$ cat src/rtl/timer_seq_ctrl_pkg.sv
// Shared types for the interval-timer sequencer.
// State encoding is fixed at 2 bits: IDLE=0, LOAD=1, RUN=2, DONE=3.
package timer_seq_ctrl_pkg;

   typedef enum logic [1:0] {
      S_IDLE = 2'd0,
      S_LOAD = 2'd1,
      S_RUN  = 2'd2,
      S_DONE = 2'd3
   } state_e;

   // True for every state in which a run is in progress
   function automatic logic is_busy(input state_e s);
      return (s != S_IDLE);
   endfunction

endpackage

$ cat src/rtl/timer_seq_ctrl.sv
// Sequencer for an external down-counting my_bin_counter used as an
// interval timer: start -> load period -> count to zero -> done, with
// optional auto-reload and abort.
// Optional feature: define TIMER_SEQ_TOGGLE_EN to add toggle_o, a blink
// output that inverts once per completed run.
module timer_seq_ctrl
   import timer_seq_ctrl_pkg::*;
#(
   parameter int unsigned N         = 8,
   parameter bit          ABORT_CLR = 1'b1
) (
   input  logic         sysclk,
   input  logic         reset_n,
   input  logic         start_i,
   input  logic         abort_i,
   input  logic         repeat_i,
   input  logic [N-1:0] period_i,
   output logic         busy_o,
   output logic         done_o,
   output logic         cnt_load_o,
   output logic         cnt_en_o,
   output logic         cnt_up_o,
   output logic         cnt_syn_clr_o,
   output logic [N-1:0] cnt_d_o,
   input  logic         cnt_min_tick_i
`ifdef TIMER_SEQ_TOGGLE_EN
   ,
   output logic         toggle_o
`endif
);

   state_e       state_q, state_d;
   logic [N-1:0] period_q, period_d;
   logic         clr_q, clr_d;

   // State register
   always_ff @(posedge sysclk or negedge reset_n) begin
      if (!reset_n) begin
         state_q <= S_IDLE;
      end else begin
         state_q <= state_d;
      end
   end

   // Latched period and registered clear request
   always_ff @(posedge sysclk or negedge reset_n) begin
      if (!reset_n) begin
         period_q <= '0;
         clr_q    <= 1'b0;
      end else begin
         period_q <= period_d;
         clr_q    <= clr_d;
      end
   end

   // Next-state logic; abort overrides every transition out of a busy state
   always_comb begin
      state_d  = state_q;
      period_d = period_q;
      clr_d    = 1'b0;
      case (state_q)
         S_IDLE: begin
            if (start_i && !abort_i) begin
               state_d  = S_LOAD;
               period_d = period_i;
            end
         end
         S_LOAD: begin
            state_d = S_RUN;
         end
         S_RUN: begin
            if (cnt_min_tick_i) begin
               state_d = S_DONE;
            end
         end
         S_DONE: begin
            state_d = repeat_i ? S_LOAD : S_IDLE;
         end
         default: begin
            state_d = S_IDLE;
         end
      endcase
      if (is_busy(state_q) && abort_i) begin
         state_d = S_IDLE;
         clr_d   = ABORT_CLR;
      end
   end

   // Output decode; cnt_en_o alone looks at the counter's min_tick
   always_comb begin
      busy_o        = is_busy(state_q);
      done_o        = (state_q == S_DONE);
      cnt_load_o    = (state_q == S_LOAD);
      cnt_en_o      = (state_q == S_RUN) && !cnt_min_tick_i;
      cnt_up_o      = 1'b0;
      cnt_syn_clr_o = clr_q;
      cnt_d_o       = period_q;
   end

`ifdef TIMER_SEQ_TOGGLE_EN
   logic toggle_q;

   // Blink register: inverts after each DONE cycle
   always_ff @(posedge sysclk or negedge reset_n) begin
      if (!reset_n) begin
         toggle_q <= 1'b0;
      end else if (state_q == S_DONE) begin
         toggle_q <= ~toggle_q;
      end
   end

   assign toggle_o = toggle_q;
`endif

endmodule

$ cat config.mk
export PLATFORM = sky130hd
export DESIGN_NAME = timer_seq_ctrl
export DESIGN_NICKNAME = d
export VERILOG_FILES = /design/src/rtl/timer_seq_ctrl_pkg.sv /design/src/rtl/timer_seq_ctrl.sv
export SDC_FILE = /design/constraint.sdc
export NUM_CORES = 1
export LEC_CHECK = 0
export ABC_CLOCK_PERIOD_IN_PS = 2850
export CAP_MARGIN = 20
export CORE_UTILIZATION = 40
export CTS_CLUSTER_DIAMETER = 40
export DETAILED_ROUTE_END_ITERATION = 12
export PLACE_DENSITY = 0.86
export SYNTH_ARGS = -nofsm -noshare
export SYNTH_HDL_FRONTEND = slang
export SYNTH_SLANG_ARGS = --single-unit
export TNS_END_PERCENT = 10
$ cat constraint.sdc
create_clock -name sysclk -period 2.85 [get_ports sysclk]
set_input_delay 0.4275 -clock sysclk [delete_from_list [all_inputs] [get_ports sysclk]]
set_output_delay 0.4275 -clock sysclk [all_outputs]
set_load 0.005 [all_outputs]
### Word level (Yosys, flattened, before mapping)

Index checks and enable logic that the tools add are counted.

| operators by class | value |
|---|---|
| equality and inequality tests | 5 |
| mux-type cells | 6 |
| reduce and logical (&&, ||, !) cells | 9 |

Operators with widths:

| operator | count |
|---|---|
| case mux 2 bit (4 select lines) | 1 |
| 2-to-1 mux 2 bit | 3 |
| inequality test 3 bit (second input constant) | 2 |
| equality test 2 bit (second input constant) | 2 |
| AND reduction 2 bit | 2 |
| logical AND 1 bit | 3 |
| equality test 2 x 1 -> 1 bit (second input constant) | 1 |
| logical NOT 1 bit | 2 |
| logical NOT 2 bit | 1 |
| 2-to-1 mux 1 bit | 2 |
| nonzero test 2 bit | 1 |

| storage, ports and cells | value |
|---|---|
| bits in registers | 11 |
| input port bits | 14 |
| output and inout port bits | 14 |
| word-level logic and storage cells | 23 |

### Logic depth before layout (Yosys ltp)

Gate-level depths: netlist of run 1.

| logic depth | value |
|---|---|
| word-level depth | 5 |
| depth in mapped cells | 5 |
| mapped depth without buffers | 5 |

### Worst setup path before layout of run 1

OpenSTA, ideal clock, no wires.

| path | value |
|---|---|
| path type | flip-flop to flip-flop |
| from | register state_q[0] |
| to | register period_q[0], in the netlist cnt_d_o[0] |
| setup time | 0.125 ns |
| arrival time | 1.200 ns |
| data required time | 2.725 ns |
| setup slack | 1.526 ns |
| stages on the path, launching flop included | 5 |
| buffers on the path | 0 |
| clock period less this slack | 1.324 ns |
| cell sequence | dfrtp_1 inv_1 ha_1 nand3_4 mux2_2 |

| between the ends | value |
|---|---|
| longest elaborated chain between the ends | 2 |

RTL lines:

| what | line | RTL |
|---|---|---|
| start, declared | timer_seq_ctrl.sv:32 | `state_e state_q, state_d;` |
| start signal, assigned | timer_seq_ctrl.sv:41 | `state_q <= state_d;` |
| logical NOT 2 bit | timer_seq_ctrl.sv:61 | `case (state_q)` |
| AND reduction 2 bit (no source line) | -- |  |
| end signal, assigned | timer_seq_ctrl.sv:51 | `period_q <= period_d;` |
| end, declared | timer_seq_ctrl.sv:33 | `logic [N-1:0] period_q, period_d;` |

Every way passes these cells.
A chain may end at the register's enable or synchronous reset.

### Final worst setup path of run 1

| path | value |
|---|---|
| from | register state_q[0] |
| to | output port cnt_en_o |

| between the ends | value |
|---|---|
| longest elaborated chain between the ends | 2 |

RTL lines:

| what | line | RTL |
|---|---|---|
| equality test 2 bit | timer_seq_ctrl.sv:94 | `cnt_en_o = (state_q == S_RUN) && !cnt_min_tick_i;` |
| logical AND 1 bit | timer_seq_ctrl.sv:94 |  |
| end, declared | timer_seq_ctrl.sv:21 | `output logic cnt_en_o,` |

Every way passes these cells.

==> results.txt, run 1 <==
----------------------------------------------------
[Critical path]
  Start-to-end type of the worst setup path ... reg2out
  Crit path required time ... 2.42 ns
  Data arrival time of the critical path ... 1.73 ns
  Critical Path Fanout Max ... 5
  Startpoint kind of the worst setup timing path ... flop
  Crit end category ... output pin

[Synth]
  Primary flip-flop cell chosen by synthesis mapping ... dfrtp_1
  Share of Yosys cell area claimed by the top area cell type ... 0.506
  Post-synthesis instance area ... between 500 and 600 µm²
  XOR/XNOR share of the synthesized area ... 0
  Flops & latches, synth ... 11
  Yosys top cell by area ... dfrtp_1
  Most numerous cell in the Yosys netlist ... dfrtp_1
  Number of distinct standard cells referenced by the synthesized netlist ... 15
  Complex-gate fraction of the synthesized area ... 0.0782
  EDFF count, synth ... 0
  FFs w/ async S/R, synth ... 1.00
  Mean post-synth cell area ... 13.0 µm²
  Top cells by area in the synthesized netlist ... dfrtp_1 51%, mux2_2 17%, ha_1 11%, inv_1 4.1%, nand3_4 3.2%
  Post-synthesis simple-gate area fraction ... 0.0736
  Synthesis warning total ... 0
  Most used standard cells in the synthesized netlist ... 11 x dfrtp_1, 8 x mux2_2, 6 x inv_1
  Adder-cell share of the synthesized area ... 0.115
  Syn nets ... 61
  Portion of netlist area occupied by mux cells ... 0.166
  Main combinational cell family by area after synthesis ... multiplexers
  Post-synthesis instance total ... 42
  Proportion of synthesized chip area in sequential cells ... 0.506

[Placed design]
  Gpl congestion ... slightly above 0.7
  Post-DP HPWL ... 903 µm
  Worst Setup Slack post-DPL ... 0.848 ns
  Total cell area at the placement stage ... 815 µm²
  # port buffers ... 26
  Total placed cells including tap cells ... slightly above 80

[Global routing]
  Wire length of the first global-routing pass ... 1.74 mm
  Pin count of the biggest net entering global routing ... 12
  Via count of the first global-routing pass ... 396
  Antenna violations before repair ... 0
  GRT Util Overall ... 0.184
  Total congestion overflow ... 0

[Detailed routing]
  Antenna violation net count after detailed routing ... 0
  Detailed-route vias per instance ... roughly 4.8
  Met1 routed wirelength after detailed routing ... about 440 µm
  Detailed router's first-iteration violation count ... 0
  Met2 Wirelength ... roughly 620 µm
  Total wire length after detailed routing ... 1.14 mm
  Met3 wire length ... 47 µm
  Total number of vias ... about 410
  DRC viols ... 0
  Wirelength per Cell ... 13.4 µm
  Highest routed layer ... met4
  TritonRoute pass-1 iters ... 1

[Power and ir drop]
  Sequential share of power ... 0.365
  Worst vdd ir ... roughly 0.47 mV
  Switching share of total power ... 0.294
  Relative contribution of the clock network to total power ... 0.139
  Net switching power ... 0.219 mW
  Design Power ... ~0.74 mW
  Internal power ... 0.526 mW
  Part of the power in combinational logic ... 0.496
  Standby leakage power ... roughly 0.38 nW
  Pwr Density ... 885 nW/µm²

[Clock tree]
  Number of gates resized after CTS ... 0
  Total setup buffers inserted after CTS ... 0
  Insertion delay of the later-clocked pin in the worst-skew pair ... roughly 0.27 ns
  Register clock-pin slew on the reported worst setup and hold paths ... approximately 0.07 ns
  Clock tree from TritonCTS ... done
  H-tree lvl count ... 1
  Buffer levels on the longest clock path ... 2
  Number of hold buffers added after cts ... 0
  Clock Root Buffer ... clkbuf_4
  Number of CTS-inserted buffers ... 3
  Number of clock sinks ... 11

[Finish]
  Util after Layout ... 0.709
  Total inserted antenna cells ... 0
  Area growth from synthesis to final layout ... 54.5%
  Ratio of cells with drive above 1 in the final layout ... 0.169
  Post-Layout Inst Area ... between 800 and 900 µm²
  Net count reported at finish ... 91
  Non-filler cells in the finished layout ... 85

[Timing]
  Fraction of the cycle the final worst path needs ... 0.757
  Setup violators final ... 0
  Final max-slew violation count ... 0
  Final worst path period need ... 2.16 ns
  WHS ... 0.477 ns
  Clk_skew ... 0.00455 ns
  Maximum clock frequency ... 464 MHz
  Least setup slack across all paths after layout ... 0.693 ns
  Final hold viol count ... 0
  Unrepaired setup endpoints after global routing ... false
  Final setup TNS ... 0 ns

[Floorplan]
  Initial Utilization ... 0.459
  Die Width ... 38.9 µm
  Die Footprint ... 1510 µm²
  Num rows ... 12
  Vertical extent of the die ... between 30 and 40 µm
  Standard cell core area ... 1190 µm²
  Number of placed I/O pins ... 28

[Run status]
  Run status ... finished clean

[Min path]
  Tightest Hold Check Type ... in2async

[Flow run]
  Reported max-cap violation count ... 0

----------------------------------------------------
-- cells by family after synthesis --
group,Yosys count
other,1
AOI/OAI and AO/OA,5
DFF,11
buffers and inverters,7
muxes,8
adders and majority gates,5
and+or+nand+nor,5
-- layer usage --
metal / up-vias / GRT usage
li1: 197 / -
met1: 191 / 0.188
met2: 13 / 0.317
met3: 5 / 0.0694
met4: 0 / 0.103
met5: - / 0
-- registers in the layout, summed over array words and instances (netlist names) --
name,flops
cnt_d_o,8
cnt_syn_clr_o,1
state_q,2
-- worst max-delay path: stages, from the launching register on --
cell,delay [ns]
dfrtp_1,0.41
inv_1,0.13
ha_1,0.16
nor2b_1,0.21
clkdlybuf4s50_1,0.54
-- area by class of cell --
type,instances,area (µm²)
Multi-Input combinational cell,24,239
Timing Repair Buffer,26,260
Fill cell,92,345
Tap cell,14,17.5
Clock buffer,4,26.3
Inverter,6,22.5
Sequential cell,11,275
-- power by group through the flow --
stage	registers [mW]	logic, mW	clock network, mW
floorplan	0.277	0.153	0
global placement	0.270	0.360	0
detailed placement	0.278	0.373	0
CTS	0.274	0.374	0.111
global route	0.279	0.402	0.118
finish	0.272	0.369	0.103
-- path summary, 6_finish.rpt --
path / slack (ns) / endpoint / startpoint / cells past startpoint
setup / recovery: 0.69 / cnt_en_o / state_q[0] / 4
hold / removal: 0.48 / cnt_d_o[5] / reset_n / 1
setup reg to reg: 1.40 / cnt_d_o[2] / state_q[0] / 4
hold reg to reg: 0.50 / cnt_d_o[3] / cnt_d_o[3] / 1
max in group asynchronous: 2.05 / cnt_d_o[1] / reset_n / 1
min in group sysclk: 0.50 / cnt_d_o[3] / cnt_d_o[3] / 1
-- cell usage in the layout (no fill, tap or decap) --
cell	Yosys	layout
a211o_1	1	1
a211oi_1	1	1
a22o_1	1	1
and3_1	1	1
clkbuf_1	0	1
clkbuf_4	0	3
clkdlybuf4s50_1	0	26
conb_1	1	1
dfrtp_1	11	11
ha_1	5	5
inv_1	6	6
mux2_2	8	8
nand2b_1	1	1
nand3_4	1	1
nor2_1	1	1
nor2b_1	1	1
o2bb2ai_1	2	2
(Power assumes the default switching activity.)
==> inputs of run 2 (changes only) <==
--- a/config.mk
+++ b/config.mk
@@ -5,12 +5,12 @@
 export SDC_FILE = /design/constraint.sdc
 export NUM_CORES = 1
 export LEC_CHECK = 0
-export ABC_CLOCK_PERIOD_IN_PS = 2850
+export ABC_CLOCK_PERIOD_IN_PS = 1800
 export CAP_MARGIN = 20
-export CORE_UTILIZATION = 40
+export CORE_UTILIZATION = 34
 export CTS_CLUSTER_DIAMETER = 40
 export DETAILED_ROUTE_END_ITERATION = 12
-export PLACE_DENSITY = 0.86
+export PLACE_DENSITY = 0.78
 export SYNTH_ARGS = -nofsm -noshare
 export SYNTH_HDL_FRONTEND = slang
 export SYNTH_SLANG_ARGS = --single-unit
==> constraint.sdc (replaced) <==
create_clock -name sysclk -period 1.8 [get_ports sysclk]
set_input_delay 0.27 -clock sysclk [delete_from_list [all_inputs] [get_ports sysclk]]
set_output_delay 0.27 -clock sysclk [all_outputs]
set_load 0.005 [all_outputs]
==> results.txt, run 2 (synthesis results as in run 1) <==
----------------------------------------------------
[Power and ir drop]
  Worst vdd ir ... 0.595 mV (+27%)
  Standby leakage power ... 0.399 nW (+4.6%)
  Design Power ... 1.21 mW (+63%)
  Pwr Density ... 1400 nW/µm² (+58%)

[Finish]
  Number of flip-flops under the largest register name ... 8 (unchanged)
  Ratio of cells with drive above 1 in the final layout ... 0.257 (+0.0877)
  Non-filler cells in the finished layout ... 90 (+5.9%)
  Most common library cell in the layout ignoring fill and taps ... clkdlybuf4s50_1
  Util after Layout ... 0.577 (-0.132)
  Storage element area ... 275 µm² (unchanged)
  Net count reported at finish ... 94 (+3.3%)
  Total inserted antenna cells ... 0 (unchanged)
  Area growth from synthesis to final layout ... 59.8%
  Count of fill cells added during filler insertion ... 128 (+39%)
  Multi-input logic area ... 244 µm² (+2.1%)
  Post-Layout Inst Area ... 870 µm² (+3.4%)
  Highest-count cells in the layout ignoring fill and taps ... 25 x clkdlybuf4s50_1, 11 x dfrtp_1, 8 x mux2_2, 4 x inv_1, 4 x ha_1

[Global routing]
  GRT Util Overall ... 0.124 (-0.0595)
  Total congestion overflow ... 0 (unchanged)
  Wire length of the first global-routing pass ... 1.66 mm (-4.7%)
  Pin count of the biggest net entering global routing ... 12 (unchanged)
  Antenna violations before repair ... 0 (unchanged)
  Via count of the first global-routing pass ... 402 (+1.5%)

[Floorplan]
  Number of placed I/O pins ... 28 (unchanged)
  Initial Utilization ... 0.361 (-0.0976)
  Die Footprint ... 1760 µm² (+17%)
  Standard cell core area ... 1510 µm² (+27%)
  Vertical extent of the die ... 42.0 µm (+8.0%)
  Num rows ... 14 (+2)
  Die Width ... 42.0 µm (+8.0%)

[Timing]
  Final setup TNS ... 0 ns (unchanged)
  Setup violators final ... 0 (unchanged)
  Final max-slew violation count ... 0 (unchanged)
  Final hold viol count ... 0 (unchanged)
  Maximum clock frequency ... 572 MHz
  Final worst path period need ... between 1.5 and 2 ns
  Clk_skew ... 0.000859 ns (-0.00369 ns)
  Fraction of the cycle the final worst path needs ... 0.972

[Detailed routing]
  Antenna violation net count after detailed routing ... 0 (unchanged)
  Detailed-route vias per instance ... 4.76 (-0.44%)
  Total number of vias ... 428 (+5.4%)
  Met2 Wirelength ... 510 µm (-18%)
  Wirelength per Cell ... 11.7 µm (-12%)
  Total wire length after detailed routing ... 1.06 mm (-7.3%)
  TritonRoute pass-1 iters ... 1 (unchanged)
  Highest routed layer ... met4
  Met3 wire length ... 92 µm (+96%)
  Detailed router's first-iteration violation count ... 0 (unchanged)
  DRC viols ... 0 (unchanged)
  Met1 routed wirelength after detailed routing ... 443 µm (+1.4%)

[Critical path]
  Cells along the critical path ... inv_2, ha_2, inv_1, clkdlybuf4s50_1
  Reg-to-reg slack, setup ... 0.37 ns (-1.03 ns)
  Crit path required time ... 1.53 ns (-0.89 ns)
  Data arrival time of the critical path ... 1.48 ns (-0.25 ns)
  Destination of the worst register-to-register timing path ... cnt_d_o[4]
  Critical path's slowest cell ... clkdlybuf4s50_1
  Worst path buffer plus inverter count ... 3 (+1)
  Critical Path Fanout Max ... 5 (unchanged)
  Start-to-end type of the worst setup path ... reg2out
  Cell count of the worst reg-to-reg path ... 5 (+1)
  Startpoint kind of the worst setup timing path ... flop
  CP peak stage delay ... 0.49 ns (-0.05 ns)
  Worst R2R Start ... state_q[1]
  Kind of cell with the highest combined delay on the critical path ... buffers and inverters
  Crit end category ... output pin

[Clock tree]
  H-tree lvl count ... 1 (unchanged)
  Buffer levels on the longest clock path ... 2 (unchanged)
  Clock Root Buffer ... clkbuf_4
  Number of hold buffers added after cts ... 0 (unchanged)
  Insertion delay of the later-clocked pin in the worst-skew pair ... 0.26 ns (about the same)
  Register clock-pin slew on the reported worst setup and hold paths ... 0.07 ns (about the same)
  Clock tree from TritonCTS ... done
  Number of clock sinks ... 11 (unchanged)
  Number of CTS-inserted buffers ... 3 (unchanged)

[Min path]
  Tightest Hold Check Type ... in2async

[Placed design]
  Gpl congestion ... 0.752 (+6.2%)
  # port buffers ... 26 (unchanged)
  Total cell area at the placement stage ... 825 µm² (+1.2%)
  Total placed cells including tap cells ... 84 (+3.7%)
  Post-DP HPWL ... 791 µm (-12%)

[Run status]
  Run status ... finished clean

[Flow run]
  Reported max-cap violation count ... 0 (unchanged)

----------------------------------------------------
==> run 2: per-stage QoR <==
step           hold slack [ns]  worst slack, ns
2_1_floorplan          -0.0256            0.476
3_3_place_gp             0.485            0.151
3_5_place_dp             0.494            0.111
4_1_cts                  0.347           0.0119
5_1_grt                  0.372         -0.00202
6_report                 0.335           0.0507
==> run 2: layer usage <==
layer / up-vias / GRT usage
li1: 203 / -
met1: 204 / 0.153
met2: 19 / 0.194
met3: 2 / 0.0345
met4: 0 / 0.0750
met5: - / 0
==> run 2: worst max-delay path by stage <==
stage | startpoint | endpoint | slack, ns | depth (start not counted)
final | state_q[1] | busy_o | 0.05 | 4
after global routing | state_q[1] | busy_o | -0.002 | 4
after CTS | state_q[1] | busy_o | 0.01 | 4
after detailed placement | state_q[0] | cnt_en_o | 0.11 | 4
after global placement | state_q[0] | cnt_en_o | 0.15 | 4
after floorplan | state_q[0] | cnt_d_o[0] | 0.48 | 4
==> run 2: what timing repair did <==
item / 4_1_cts / 5_1_grt
cloned: 0 / 0
resized for setup: 4 / 1
buffers inserted: 1 / 1
endpoints found under the setup margin: 2 / 1
==> run 2: final cells by class <==
type	count	area share
repair buffers	29	0.324
flip-flops and latches	11	0.317
multi-input cells	24	0.281
clock buffers	4	0.0302
inverters	6	0.0259
well taps	16	0.0230
==> run 2: report_power, final <==
group	internal (mW)	switching, mW
Clock	0.0855	0.0749
Sequential	0.364	0.0619
Combinational	0.417	0.210
Total	0.867	0.347
==> inputs of run 3 (changes only) <==
--- a/config.mk
+++ b/config.mk
@@ -9,7 +9,10 @@
 export CAP_MARGIN = 20
 export CORE_UTILIZATION = 34
 export CTS_CLUSTER_DIAMETER = 40
+export CTS_CLUSTER_SIZE = 14
 export DETAILED_ROUTE_END_ITERATION = 12
+export GPL_TIMING_DRIVEN = 1
+export HOLD_SLACK_MARGIN = 0.1
 export PLACE_DENSITY = 0.78
 export SYNTH_ARGS = -nofsm -noshare
 export SYNTH_HDL_FRONTEND = slang
==> results of run 3 <==
No change in the layout: final DEF, timing and power equal those of run 2.
